File: config.mk
export PLATFORM = sky130hd
export DESIGN_NAME = conv2d_frame_sequencer_flat
export DESIGN_NICKNAME = d
export VERILOG_FILES = /design/src/rtl/conv2d_frame_sequencer_if.sv /design/src/rtl/conv2d_frame_sequencer.sv /design/src/flat_wrapper.sv
export SDC_FILE = /design/constraint.sdc
export NUM_CORES = 1
export LEC_CHECK = 0
export CAP_MARGIN = 20
export CORE_ASPECT_RATIO = 0.9
export CORE_MARGIN = 2
export CORE_UTILIZATION = 45
export CTS_CLUSTER_DIAMETER = 100
export DETAILED_ROUTE_END_ITERATION = 12
export GPL_ROUTABILITY_DRIVEN = 0
export GPL_TIMING_DRIVEN = 0
export HOLD_SLACK_MARGIN = 0.06
export PLACE_DENSITY_LB_ADDON = 0.3
export SYNTH_ARGS = -nofsm -noshare
export SYNTH_HDL_FRONTEND = slang
export SYNTH_SLANG_ARGS = --single-unit
export TNS_END_PERCENT = 100
File: constraint.sdc
create_clock -name clk -period 2.18 [get_ports clk]
set_input_delay 0.436 -clock clk [delete_from_list [all_inputs] [get_ports clk]]
set_output_delay 0.436 -clock clk [all_outputs]
set_load 0.05 [all_outputs]
File: src/rtl/conv2d_frame_sequencer_if.sv
// Valid/ready pixel stream with end-of-frame flag, used for the host and
// result sides of the frame sequencer.
interface conv2d_frame_sequencer_if #(
  parameter int DATA_WIDTH = 16
);
  logic                         valid;
  logic                         ready;
  logic signed [DATA_WIDTH-1:0] data;
  logic                         last;

  modport master (output valid, output data, output last, input ready);
  modport slave  (input valid, input data, input last, output ready);
endinterface

File: src/rtl/conv2d_frame_sequencer.sv
// Frame controller in front of a 1:1 conv2d streaming core: admits exactly one
// frame of host pixels per start, drops incomplete-window border outputs.
module conv2d_frame_sequencer #(
  parameter int DATA_WIDTH = 16,
  parameter int IMG_W      = 8,
  parameter int IMG_H      = 8,
  parameter int K          = 3,
  parameter int CNT_W      = $clog2(IMG_W * IMG_H + 1)
) (
  input  logic                         clk,
  input  logic                         rst,
  input  logic                         i_start,
  output logic                         o_busy,
  output logic                         o_done,
  output logic                         o_frame_err,
  conv2d_frame_sequencer_if.slave      s_axis,
  output logic                         o_core_in_valid,
  input  logic                         i_core_in_ready,
  output logic signed [DATA_WIDTH-1:0] o_core_in_data,
  input  logic                         i_core_out_valid,
  output logic                         o_core_out_ready,
  input  logic signed [DATA_WIDTH-1:0] i_core_out_data,
  conv2d_frame_sequencer_if.master     m_axis
);

  localparam logic [CNT_W-1:0] LP_N   = CNT_W'(IMG_W * IMG_H);
  localparam logic [CNT_W-1:0] LP_KM1 = CNT_W'(K - 1);
  localparam logic [CNT_W-1:0] LP_WM1 = CNT_W'(IMG_W - 1);
  localparam logic [CNT_W-1:0] LP_HM1 = CNT_W'(IMG_H - 1);

  typedef enum logic [1:0] {StIdle, StRun, StDrain, StDone} state_e;

  state_e           r_state;
  logic [CNT_W-1:0] r_in_cnt;
  logic [CNT_W-1:0] r_out_cnt;
  logic [CNT_W-1:0] r_row;
  logic [CNT_W-1:0] r_col;
  logic             r_frame_err;
  logic             r_busy;
  logic             r_done;

  logic             w_run;
  logic             w_active;
  logic             w_keep;
  logic             w_in_fire;
  logic             w_out_fire;
  logic [CNT_W-1:0] w_in_next;
  logic [CNT_W-1:0] w_out_next;
  logic             w_in_final;
  logic             w_out_final;

  assign w_run    = (r_state == StRun);
  assign w_active = (r_state == StRun) || (r_state == StDrain);
  assign w_keep   = (r_row >= LP_KM1) && (r_col >= LP_KM1);

  // Input path: zero-latency pass-through, stalled outside RUN.
  assign o_core_in_valid = s_axis.valid & w_run;
  assign s_axis.ready    = i_core_in_ready & w_run;
  assign o_core_in_data  = s_axis.data;

  // Discarded border outputs are always accepted so they never wait on the sink.
  assign m_axis.valid     = i_core_out_valid & w_keep & w_active;
  assign o_core_out_ready = w_active & (w_keep ? m_axis.ready : 1'b1);
  assign m_axis.data      = i_core_out_data;
  assign m_axis.last      = w_keep && (r_row == LP_HM1) && (r_col == LP_WM1);

  assign w_in_fire   = s_axis.valid & s_axis.ready;
  assign w_out_fire  = i_core_out_valid & o_core_out_ready;
  assign w_in_next   = r_in_cnt + CNT_W'(1);
  assign w_out_next  = r_out_cnt + CNT_W'(1);
  assign w_in_final  = (w_in_next == LP_N);
  assign w_out_final = (w_out_next == LP_N);

  assign o_busy      = r_busy;
  assign o_done      = r_done;
  assign o_frame_err = r_frame_err;

  always_ff @(posedge clk or posedge rst) begin
    if (rst) begin
      r_state     <= StIdle;
      r_in_cnt    <= '0;
      r_out_cnt   <= '0;
      r_row       <= '0;
      r_col       <= '0;
      r_frame_err <= 1'b0;
      r_busy      <= 1'b0;
      r_done      <= 1'b0;
    end else begin
      r_done <= 1'b0;
      if (w_in_fire) begin
        r_in_cnt <= w_in_next;
        // Frame length is fixed by count; a misplaced or missing last is only flagged.
        if (s_axis.last != w_in_final) r_frame_err <= 1'b1;
      end
      if (w_out_fire) begin
        r_out_cnt <= w_out_next;
        if (r_col == LP_WM1) begin
          r_col <= '0;
          r_row <= r_row + CNT_W'(1);
        end else begin
          r_col <= r_col + CNT_W'(1);
        end
      end
      unique case (r_state)
        StIdle: begin
          if (i_start) begin
            r_state     <= StRun;
            r_busy      <= 1'b1;
            r_in_cnt    <= '0;
            r_out_cnt   <= '0;
            r_row       <= '0;
            r_col       <= '0;
            r_frame_err <= 1'b0;
          end
        end
        StRun: begin
          if (w_in_fire && w_in_final) begin
            if (w_out_fire && w_out_final) begin
              r_state <= StDone;
              r_busy  <= 1'b0;
              r_done  <= 1'b1;
            end else begin
              r_state <= StDrain;
            end
          end
        end
        StDrain: begin
          if (w_out_fire && w_out_final) begin
            r_state <= StDone;
            r_busy  <= 1'b0;
            r_done  <= 1'b1;
          end
        end
        StDone: begin
          r_state <= StIdle;
        end
        default: begin
          r_state <= StIdle;
          r_busy  <= 1'b0;
        end
      endcase
    end
  end

endmodule

File: src/flat_wrapper.sv
// flat-port wrapper written by rule: the top's interface ports become plain ports
module conv2d_frame_sequencer_flat 
#(
  parameter int DATA_WIDTH = 16,
  parameter int IMG_W      = 8,
  parameter int IMG_H      = 8,
  parameter int K          = 3,
  parameter int CNT_W      = $clog2(IMG_W * IMG_H + 1)
)
  (clk, rst, i_start, o_busy, o_done, o_frame_err, o_core_in_valid, i_core_in_ready, o_core_in_data, i_core_out_valid, o_core_out_ready, i_core_out_data, s_axis_valid, s_axis_data, s_axis_last, s_axis_ready, m_axis_valid, m_axis_data, m_axis_last, m_axis_ready);
  conv2d_frame_sequencer_if #(.DATA_WIDTH(DATA_WIDTH)) s_axis_i ();
  conv2d_frame_sequencer_if #(.DATA_WIDTH(DATA_WIDTH)) m_axis_i ();
  input  logic clk;
  input  logic rst;
  input  logic i_start;
  output logic o_busy;
  output logic o_done;
  output logic o_frame_err;
  output logic o_core_in_valid;
  input  logic i_core_in_ready;
  output logic signed [DATA_WIDTH-1:0] o_core_in_data;
  input  logic i_core_out_valid;
  output logic o_core_out_ready;
  input  logic signed [DATA_WIDTH-1:0] i_core_out_data;
  input wire logic [$bits(s_axis_i.valid)-1:0] s_axis_valid;
  input wire logic [$bits(s_axis_i.data)-1:0] s_axis_data;
  input wire logic [$bits(s_axis_i.last)-1:0] s_axis_last;
  output wire logic [$bits(s_axis_i.ready)-1:0] s_axis_ready;
  output wire logic [$bits(m_axis_i.valid)-1:0] m_axis_valid;
  output wire logic [$bits(m_axis_i.data)-1:0] m_axis_data;
  output wire logic [$bits(m_axis_i.last)-1:0] m_axis_last;
  input wire logic [$bits(m_axis_i.ready)-1:0] m_axis_ready;
  assign s_axis_i.valid = s_axis_valid;
  assign s_axis_i.data = s_axis_data;
  assign s_axis_i.last = s_axis_last;
  assign s_axis_ready = s_axis_i.ready;
  assign m_axis_valid = m_axis_i.valid;
  assign m_axis_data = m_axis_i.data;
  assign m_axis_last = m_axis_i.last;
  assign m_axis_i.ready = m_axis_ready;
  conv2d_frame_sequencer #(.DATA_WIDTH(DATA_WIDTH), .IMG_W(IMG_W), .IMG_H(IMG_H), .K(K), .CNT_W(CNT_W)) u_core (.clk(clk), .rst(rst), .i_start(i_start), .o_busy(o_busy), .o_done(o_done), .o_frame_err(o_frame_err), .s_axis(s_axis_i), .o_core_in_valid(o_core_in_valid), .i_core_in_ready(i_core_in_ready), .o_core_in_data(o_core_in_data), .i_core_out_valid(i_core_out_valid), .o_core_out_ready(o_core_out_ready), .i_core_out_data(i_core_out_data), .m_axis(m_axis_i));
endmodule
Word level (Yosys, flattened, before mapping). Cells that the tools add are included.

Register bits after elaboration: 33. Input bits: 40. Output and inout port bits: 40. Word-level logic and storage cells: 73.

Add/sub/neg operators: 4. Order comparisons: 2. Equality and inequality tests: 11. Muxes and demuxes: 31. Bitwise gates (word level): 7. Reduce and logical (&&, ||, !) cells: 10.

Operators by type and width (number): two-way mux 7 bit (14); adder 7 x 1 -> 7 bit, second input constant (4); == test 7 x 3 -> 1 bit, second input constant (2); == test 7 bit, second input constant (2); >= comparator 7 x 2 -> 1 bit, second input constant (2); two-way mux 1 bit (11); one-hot mux 2 bit (4 select lines) (1); AND 1 bit (7); two-way mux 2 bit (3); != test 2 bit, second input constant (3); AND reduction 3 bit (2); logical AND 1 bit (5); == test 2 bit, second input constant (2); one-hot mux 1 bit (3 select lines) (1); nonzero test 3 bit (1); == test 2 x 1 -> 1 bit, second input constant (1); logical NOT 2 bit (1); one-hot mux 1 bit (2 select lines) (1); logical OR 1 bit (1); != test 1 bit (1).

Depth between registers and ports, before layout. Gate-level depths: netlist of the first run.

Depth after elaboration: 9. Gate-level depth with buffers: 9. Gate-level depth less buffers: 8.

Worst setup path after synthesis of the first run. Ideal clock, no wire load.

Path type: register -> output. Start point: reg u_core.r_state[0]. End point: out m_axis_valid. Arrival time: 2134 ps. Data required time: 1744 ps. Setup slack: -390 ps. Cell stages (with the launch flop): 5. Path buffers: 0. Cell sequence: dfrtp_1 > inv_1 > ha_1 > nand2_1 > a221oi_1.

Word-level cells in the longest chain between the ends: 3. Elaborated cells between the ends (all ways): 4. Classes of those cells: eq/ne (2); bitwise (1); reduce/logical (1).

Ends and longest elaborated chain: start: declaration (RTL line conv2d_frame_sequencer.sv:33) `state_e r_state;`; start signal: assignment (RTL line conv2d_frame_sequencer.sv:80) `r_state <= StIdle;`; start signal: assignment (RTL line conv2d_frame_sequencer.sv:107) `r_state <= StRun;`; start signal: assignment (RTL line conv2d_frame_sequencer.sv:119) `r_state <= StDone;`; == test 2 x 1 -> 1 bit or == test 2 bit (tied branches) (RTL line conv2d_frame_sequencer.sv:53) `assign w_active = (r_state == StRun) || (r_state == StDrain);`; logical OR 1 bit (*) (RTL line conv2d_frame_sequencer.sv:53); AND 1 bit (*) (RTL line conv2d_frame_sequencer.sv:62) `assign m_axis.valid = i_core_out_valid & w_keep & w_active;`; end: declaration (RTL line flat_wrapper.sv:29) `output wire logic [$bits(m_axis_i.valid)-1:0] m_axis_valid;`.

Every way passes the cells marked *; elsewhere a longest branch is shown, timed or not.

Final worst setup path of the first run.
Start point: reg u_core.r_col[5]. End point: out m_axis_last.

Word-level cells in the longest chain between the ends: 4. Elaborated cells between the ends (all ways): 5. Classes of those cells: order compare (1); eq/ne (1); reduce/logical (3).

Ends and longest elaborated chain: start: declaration (RTL line conv2d_frame_sequencer.sv:37) `logic [CNT_W-1:0] r_col;`; start signal: assignment (RTL line conv2d_frame_sequencer.sv:101) `r_col <= r_col + CNT_W'(1);`; >= comparator 7 x 2 -> 1 bit (RTL line conv2d_frame_sequencer.sv:54) `assign w_keep = (r_row >= LP_KM1) && (r_col >= LP_KM1);`; logical AND 1 bit (RTL line conv2d_frame_sequencer.sv:54); logical AND 1 bit (RTL line conv2d_frame_sequencer.sv:65) `assign m_axis.last = w_keep && (r_row == LP_HM1) && (r_col == LP_WM1);`; logical AND 1 bit (*) (RTL line conv2d_frame_sequencer.sv:65); end: declaration (RTL line flat_wrapper.sv:31) `output wire logic [$bits(m_axis_i.last)-1:0] m_axis_last;`.

Marks and branches as above.

==> metrics.cfg, run 1 <==
[synth]
synth_top_area_frac=0.374
synth-edff-count=0
yosysMostFrequentCell=dfrtp_1
synth.top_cells.by_count=33 x dfrtp_1, 32 x buf_4, 31 x nor2_1
synth_nets=288
ys_ff_latch=33
synthTopCellsByArea=dfrtp_1 37%, buf_4 11%, ha_1 7.4%
ys_async_sr_fraction=1.00
yosys_warnings=0
synth_cell_types=44
syn_avg_cell_area_sq_um=9.39
ys_seq_area_frac=0.374
netlist_instances=235
synth_largest_area_cell=dfrtp_1
syn_area_sq_um=2210
synth_flop_cell=dfrtp_1

[final_layout]
drive_above_1_share=0.275
utilization=0.639
seq_area_sq_um=835
fillerInstances=363
area_growth_syn_to_layout_pct=38.2
nNetsFinal=351
diodes=0
final_cells=363
multiInputGateArea_sq_um=1190

[floorplanning]
die_w_um=77.8
ios=80
start_util=0.462
die_area_sq_um=5480
core_sq_um=4770
rows=24
die_h_um=70.4

[placement]
dp_hpwl_mm=3.42
portBuffers=47
place_ws_ns=-0.396
dp.cells=348

[timing]
fmax_mhz=459
max_slew_margin=0.489
drv_slew=0
finClkSkew_ns=0.00839
fin_ws_ns=0.00115
rsz0062_at_grt=true
finalCritPeriodShare=0.999
finalSetupViolations=0
finalHoldViolCount=0
worst_slew_pin_slew_ns=0.766
post-route-min-period_ns=2.18

[critical_path]
endpoint_kind=output port
r2r_slack_ns=0.11
cp.arrival_ns=1.74
path_class=register to output port
startpoint_type=register
critPathMaxFanout=3
worstPathRequired_ns=1.74

[global_routing]
grt_max_degree=19
antenna_found_initial=0
track_usage=0.171
grt_pass1_wl_mm=7.56
grt_pass1_vias=1745
grt-ovfl-total=0

[routing]
drt_iter0_drc=72
ant_nets=0
first_pass_iters=4
vias_per_cell=4.98
vias=1807
routed_wl_mm=4.66
drc_errors=0
routedWlPerCell_um=12.8

[hold_path]
min_path_type=register to register

[power_and_ir_drop]
swShare=0.452
fin_total_pwr_mw=3.38
seqPwrFrac=0.334
ir_drop_uv=500
internal-power_mw=1.85
power-per-cell-area_nw_per_um2=1110
switchingPower_mw=1.53
pwr-share-comb=0.527
clock_power_share=0.139
p_leak_nw=1.35

[clock_network]
cts_tree=yes
cts_buffers=5
cts.clk_slew.worst_paths_ns=0.06
ctsLongestPathBuffers=2
cts.htree.levels=2
insertion_delay_ns=0.29
cts_sinks=33
cts_root_buf=clkbuf_8

[run_status]
status=completed

[flow_run]
maxCapViolations=0

==> routing by layer <==
layer  share of wire  up-vias  wire, um  GRT usage
met5               0        -         0          0
met4           0.015        0        72     0.0952
met3           0.058        6       271     0.0336
met2            0.49       60      2280      0.277
met1            0.44      845      2040      0.214
li1                -      896         -          -
==> cell usage in the layout (no fill, tap or decap), drive strengths merged, types with 2 or more instances in the layout <==
cell type / count
a21oi: 7
a221oi: 2
a31o: 2
and2: 3
and3: 4
and4: 3
buf: 46
clkbuf: 10
clkdlybuf4s15: 2
clkdlybuf4s50: 42
dfrtp: 33
ha: 13
inv: 6
nand2: 18
nand3: 6
nand4: 8
nor2: 31
nor2b: 4
nor3: 5
nor4: 3
o21ai: 3
o31ai: 4
or2: 2
xnor2: 8
xor2: 18
==> power by group through the flow <==
stage,clock [mW],sequential (mW),combinational (mW)
after floorplan,0,1.05,1.19
after global placement,0,1.10,1.50
after detailed placement,0,1.10,1.56
after CTS,0.481,1.10,1.63
after global routing,0.505,1.17,1.95
final,0.471,1.13,1.78
==> worst paths after layout <==
check / from / end / depth (start not counted)
max: u_core.r_col[5] / m_axis_last / 4
min: u_core.o_busy / u_core.o_busy / 2
max reg2reg: u_core.r_state[1] / u_core.r_state[1] / 6
min reg2reg: u_core.o_busy / u_core.o_busy / 2
max in group asynchronous: rst / u_core.r_out_cnt[1] / 3
min in group asynchronous: rst / u_core.r_row[5] / 2
==> repair_timing <==
action	CTS	global route
hold buffers	0	0
cloned	0	0
setup endpoints to repair	7	16
resized for setup	28	21
pin swaps	2	6
setup buffers	1	8
==> area by class of cell <==
cell class,instances,share of cell area
multi-input combinational,158,0.390
sequential,33,0.274
timing repair buffer,57,0.188
buffer,37,0.0854
clock buffer,6,0.0271
tap,65,0.0267
inverter,6,0.00739
clock inverter,1,0.00246
==> registers in the layout (all words and copies together), names as in the netlist <==
register            count
u_core.r_state          2
u_core.r_col            7
u_core.r_out_cnt        7
u_core.o_frame_err      1
u_core.r_row            7
u_core.o_busy           1
u_core.r_in_cnt         7
u_core.o_done           1
==> worst max-delay path, cell delays in order (launching register included) <==
cell and delay (ns):
dfrtp_1 0.42, nor4_4 0.43, and3_4 0.24, and4_1 0.21, buf_6 0.16
==> cells by family (layout without fill, tap and decap cells) <==
logic type                 count (synthesis)  after routing  synth area share
and+or+nand+nor                           93             93             0.231
buffers and inverters                     44            107             0.130
DFF                                       33             33             0.374
xor gates and xnor gates                  26             26             0.103
AOI/OAI and AO/OA                         25             25            0.0828
adders and majority gates                 13             13            0.0737
muxes                                      1              1           0.00510
==> per-stage QoR <==
step                TNS [ns]  area [sq um]  hold WS, ns
global placement       -1.43          2770        0.485
detailed placement     -1.67          2790        0.503
finish                     0          3050        0.502
CTS                   -0.232          2920        0.517
floorplan            -0.0481          2210        0.512
global route          -0.107          3050        0.546
(Power assumes the default switching activity.)
==> inputs of run 2 (changes only) <==
--- a/config.mk
+++ b/config.mk
@@ -8,12 +8,11 @@
 export CAP_MARGIN = 20
 export CORE_ASPECT_RATIO = 0.9
 export CORE_MARGIN = 2
-export CORE_UTILIZATION = 45
+export CORE_UTILIZATION = 25
 export CTS_CLUSTER_DIAMETER = 100
 export DETAILED_ROUTE_END_ITERATION = 12
 export GPL_ROUTABILITY_DRIVEN = 0
 export GPL_TIMING_DRIVEN = 0
-export HOLD_SLACK_MARGIN = 0.06
 export PLACE_DENSITY_LB_ADDON = 0.3
 export SYNTH_ARGS = -nofsm -noshare
 export SYNTH_HDL_FRONTEND = slang
==> metrics.cfg, run 2 (synthesis gave the netlist of run 1 again) <==
[clock_network]
cts_root_buf=clkbuf_8
cts.clk_slew.worst_paths_ns=0.07
ctsLongestPathBuffers=2
ctsHoldBuffers=0
cts_sinks=33
cts_tree=yes
cts.htree.levels=2
cts_buffers=5
insertion_delay_ns=0.29

[power_and_ir_drop]
fin_total_pwr_mw=3.55
power-per-cell-area_nw_per_um2=1110
ir_drop_uv=317
p_leak_nw=1.40

[critical_path]
path_delay_family=simple AND/OR/NAND/NOR gates
path_cells=nor4_4 > buf_4 > and3_4 > and4_1 > buf_6
startpoint_type=register
worstPathRequired_ns=1.74
cpMaxStageDelayCell=dfrtp_2
critPathMaxStageDelay_ns=0.45
critPathBufInv=2
cp.arrival_ns=1.78
path_class=register to output port
endpoint_kind=output port
critPathMaxFanout=5

[timing]
rsz0062_at_grt=true
finalHoldViolCount=0
drv_slew=0
setup_tns_ns=-0.0334
hold_ws_ns=0.512
post-route-min-period_ns=2.21
worst_slew_pin_slew_ns=0.722
fin_ws_ns=-0.0334
finalSetupViolations=1
fmax_mhz=452
max_slew_margin=0.518
finalCritPeriodShare=1.02
finClkSkew_ns=0.00699

[routing]
first_pass_iters=4
vias_per_cell=4.27
routed_wl_mm=4.92
drt_iter0_drc=90
drc_errors=0
routedWlPerCell_um=11.5
vias=1821
ant_nets=0

[global_routing]
grt_pass1_vias=1664
antenna_found_initial=0
grt_pass1_wl_mm=7.90
grt-ovfl-total=0
grt_max_degree=19
track_usage=0.104

[placement]
dp_hpwl_mm=3.50
placed_area_sq_um=2860
dp.cells=402
portBuffers=47

[floorplanning]
die_w_um=103
die_area_sq_um=9600
start_util=0.258
die_h_um=93.1
ios=80
rows=32
core_sq_um=8570

[final_layout]
final_common_cell=buf_4
drive_above_1_share=0.300
diodes=0
final_cells=426
nNetsFinal=359
final_area_sq_um=3200
final_cell_mix=47 x buf_4, 42 x clkdlybuf4s50_1, 30 x nor2_1
area_growth_syn_to_layout_pct=44.8
fillerInstances=852

[flow_run]
maxCapViolations=0

[hold_path]
min_path_type=register to register

[run_status]
status=finished with violations
violations=setup timing

[run 2: timing repair]
item / 4_1_cts / 5_1_grt
resized for setup: 30 / 32
cloned: 0 / 0
endpoints found under the setup margin: 13 / 21
buffers inserted: 9 / 8
pin swaps: 5 / 8
[run 2: final cells by class]
class,instances,area (sq um),share of cell area
multi-input cells,158,1210,0.380
flip-flops and latches,33,837,0.262
repair buffers,65,631,0.197
plain buffers,37,263,0.0822
well taps,119,149,0.0466
clock buffers,8,80.1,0.0251
inverters,6,22.5,0.00705
[run 2: path summary, 6_finish.rpt]
kind	startpoint	endpoint	slack, ns	depth (start not counted)
min in group asynchronous	rst	u_core.o_done	0.57	2
worst max register to register	u_core.r_col[3]	u_core.r_state[1]	0.06	8
worst min register to register	u_core.o_busy	u_core.o_busy	0.51	2
worst min-delay path	u_core.o_busy	u_core.o_busy	0.51	2
max in group asynchronous	rst	u_core.r_row[0]	1.06	3
worst max-delay path	u_core.r_col[3]	m_axis_last	-0.03	5
[run 2: stage by stage]
step                      utilization  setup slack, ns
after floorplan                     -          -0.0481
after global placement          0.331           -0.437
after detailed placement        0.334           -0.447
after CTS                       0.353          -0.0533
after global routing            0.373           -0.119
final                           0.373          -0.0334
[run 2: power by group]
part | total [mW] | internal (mW) | leakage (nW) | switching, mW
clock | 0.447 | 0.227 | 0.0395 | 0.220
sequential | 1.12 | 0.829 | 0.408 | 0.294
combinational | 1.98 | 0.914 | 0.953 | 1.07
total | 3.55 | 1.97 | 1.40 | 1.58
[run 2: per-layer routing]
metal  track usage  vias up  part of all wire  wire length (um)
li1              -      908                 -                 -
met3        0.0351        2             0.053               259
met4        0.0296        0            0.0039                19
met5             0        -                 0                 0
met2         0.157       48              0.48              2370
met1         0.140      863              0.46              2270
[run 2: worst reg2reg max path, stage by stage (launching register included)]
cell and delay [ns]:
dfrtp_2 0.45, nor4_4 0.34, buf_4 0.19, a221oi_4 0.07
buf_6 0.17, nor2_4 0.08, nand4_1 0.17, a21oi_2 0.23
mux2_4 0.31
==> inputs of run 3 (changes only) <==
--- a/config.mk
+++ b/config.mk
@@ -8,12 +8,14 @@
 export CAP_MARGIN = 20
 export CORE_ASPECT_RATIO = 0.9
 export CORE_MARGIN = 2
-export CORE_UTILIZATION = 25
+export CORE_UTILIZATION = 28
 export CTS_CLUSTER_DIAMETER = 100
 export DETAILED_ROUTE_END_ITERATION = 12
 export GPL_ROUTABILITY_DRIVEN = 0
 export GPL_TIMING_DRIVEN = 0
+export MAX_ROUTING_LAYER = met4
 export PLACE_DENSITY_LB_ADDON = 0.3
+export SKIP_LAST_GASP = 1
 export SYNTH_ARGS = -nofsm -noshare
 export SYNTH_HDL_FRONTEND = slang
 export SYNTH_SLANG_ARGS = --single-unit
==> metrics.cfg, run 3 (synthesis gave the netlist of run 1 again) <==
[routing]
routed_wl_mm=4.86
drt_iter0_drc=53
drc_errors=0
ant_nets=0
vias_per_cell=4.59
first_pass_iters=4
routedWlPerCell_um=12.3
vias=1817

[hold_path]
min_path_type=register to register
holdPathStages=2

[placement]
place_ws_ns=-0.418
portBuffers=47
dp_hpwl_mm=3.50
dp.cells=379

[clock_network]
cts.clk_slew.worst_paths_ns=0.07
cts.htree.levels=2
cts_sinks=33
cts_buffers=5
cts_root_buf=clkbuf_8
insertion_delay_ns=0.29
ctsLongestPathBuffers=2
cts_tree=yes
ctsHoldBuffers=0

[flow_run]
maxCapViolations=0

[timing]
rsz0062_at_grt=true
finClkSkew_ns=0.00975
fmax_mhz=462
finalHoldViolCount=0
worst_slew_pin_slew_ns=0.707
fin_ws_ns=0.0141
drv_slew=0
post-route-min-period_ns=2.17
hold_ws_ns=0.502
finalSetupViolations=0
finalCritPeriodShare=0.994
max_slew_margin=0.528

[final_layout]
multiInputGateArea_sq_um=1200
drive_above_1_share=0.260
final_cell_mix=42 x buf_4, 42 x clkdlybuf4s50_1, 32 x dfrtp_1
diodes=0
fillerInstances=740
seq_area_sq_um=827
final_cells=396
area_growth_syn_to_layout_pct=40.4
nNetsFinal=352

[power_and_ir_drop]
power-per-cell-area_nw_per_um2=1110
p_leak_nw=1.37
ir_drop_uv=351

[global_routing]
grt_max_degree=19
grt_pass1_wl_mm=7.68
grt-ovfl-total=0
antenna_found_initial=0
track_usage=0.114
grt_pass1_vias=1677

[critical_path]
startpoint_type=register
critPathMaxFanout=4
worstPathRequired_ns=1.74
cp.arrival_ns=1.73
path_class=register to output port
endpoint_kind=output port
r2r_cells=7

[floorplanning]
die_h_um=88.2
start_util=0.291
die_area_sq_um=8610
rows=30
die_w_um=97.6
ios=80
core_sq_um=7580

[run_status]
status=completed

==> run 3: path summary, 6_finish.rpt <==
path	slack [ns]	end	startpoint
setup reg to reg	0.09	u_core.r_state[1]	u_core.r_in_cnt[0]
hold reg to reg	0.50	u_core.o_busy	u_core.o_busy
setup / recovery	0.01	m_axis_last	u_core.r_col[5]
max in group asynchronous	1.07	u_core.r_row[1]	rst
min in group asynchronous	0.58	u_core.r_out_cnt[5]	rst
hold / removal	0.50	u_core.o_busy	u_core.o_busy
==> run 3: where the power goes <==
| part | leakage [nW] | total, mW | switching [mW] | internal [mW] |
|---|---|---|---|---|
| Combinational | 0.902 | 1.82 | 1.02 | 0.798 |
| Clock | 0.0542 | 0.512 | 0.226 | 0.285 |
| Sequential | 0.417 | 1.11 | 0.298 | 0.814 |
==> run 3: timing repair <==
item                                    4_1_cts  5_1_grt
buffers inserted                              5        5
endpoints found under the setup margin        7       19
pin swaps                                     2        5
gates resized for setup                      25       18
==> run 3: worst max-delay path, cell delays in order (launching register included) <==
cell,delay [ns]
dfrtp_1,0.43
nor4_4,0.27
buf_4,0.18
and3_4,0.19
and4_1,0.21
buf_6,0.16
==> run 3: per-stage QoR <==
| step | utilization | total power [mW] | setup TNS, ns | area (sq um) |
|---|---|---|---|---|
| floorplan | - | 2.24 | -0.0481 | 2210 |
| global placement | 0.370 | 2.62 | -1.62 | 2800 |
| detailed placement | 0.373 | 2.65 | -1.70 | 2830 |
| CTS | 0.398 | 3.30 | -0.306 | 3010 |
| global route | 0.409 | 3.70 | -0.143 | 3100 |
| finish | 0.409 | 3.44 | 0 | 3100 |
==> run 3: cell type report <==
class / instances / share of cell area
plain buffers: 37 / 0.0840
inverters: 6 / 0.00727
flip-flops and latches: 33 / 0.267
clock inverters: 1 / 0.00162
repair buffers: 58 / 0.182
well taps: 96 / 0.0388
multi-input cells: 158 / 0.389
clock buffers: 7 / 0.0311
==> run 3: metal layers <==
| metal | global-route usage | vias to the layer above | wire length (um) |
|---|---|---|---|
| li1 | - | 902 | - |
| met1 | 0.139 | 859 | 2210 |
| met2 | 0.184 | 51 | 2320 |
| met3 | 0.0371 | 5 | 277 |
| met4 | 0.0341 | 0 | 55 |
| met5 | - | - | 0 |
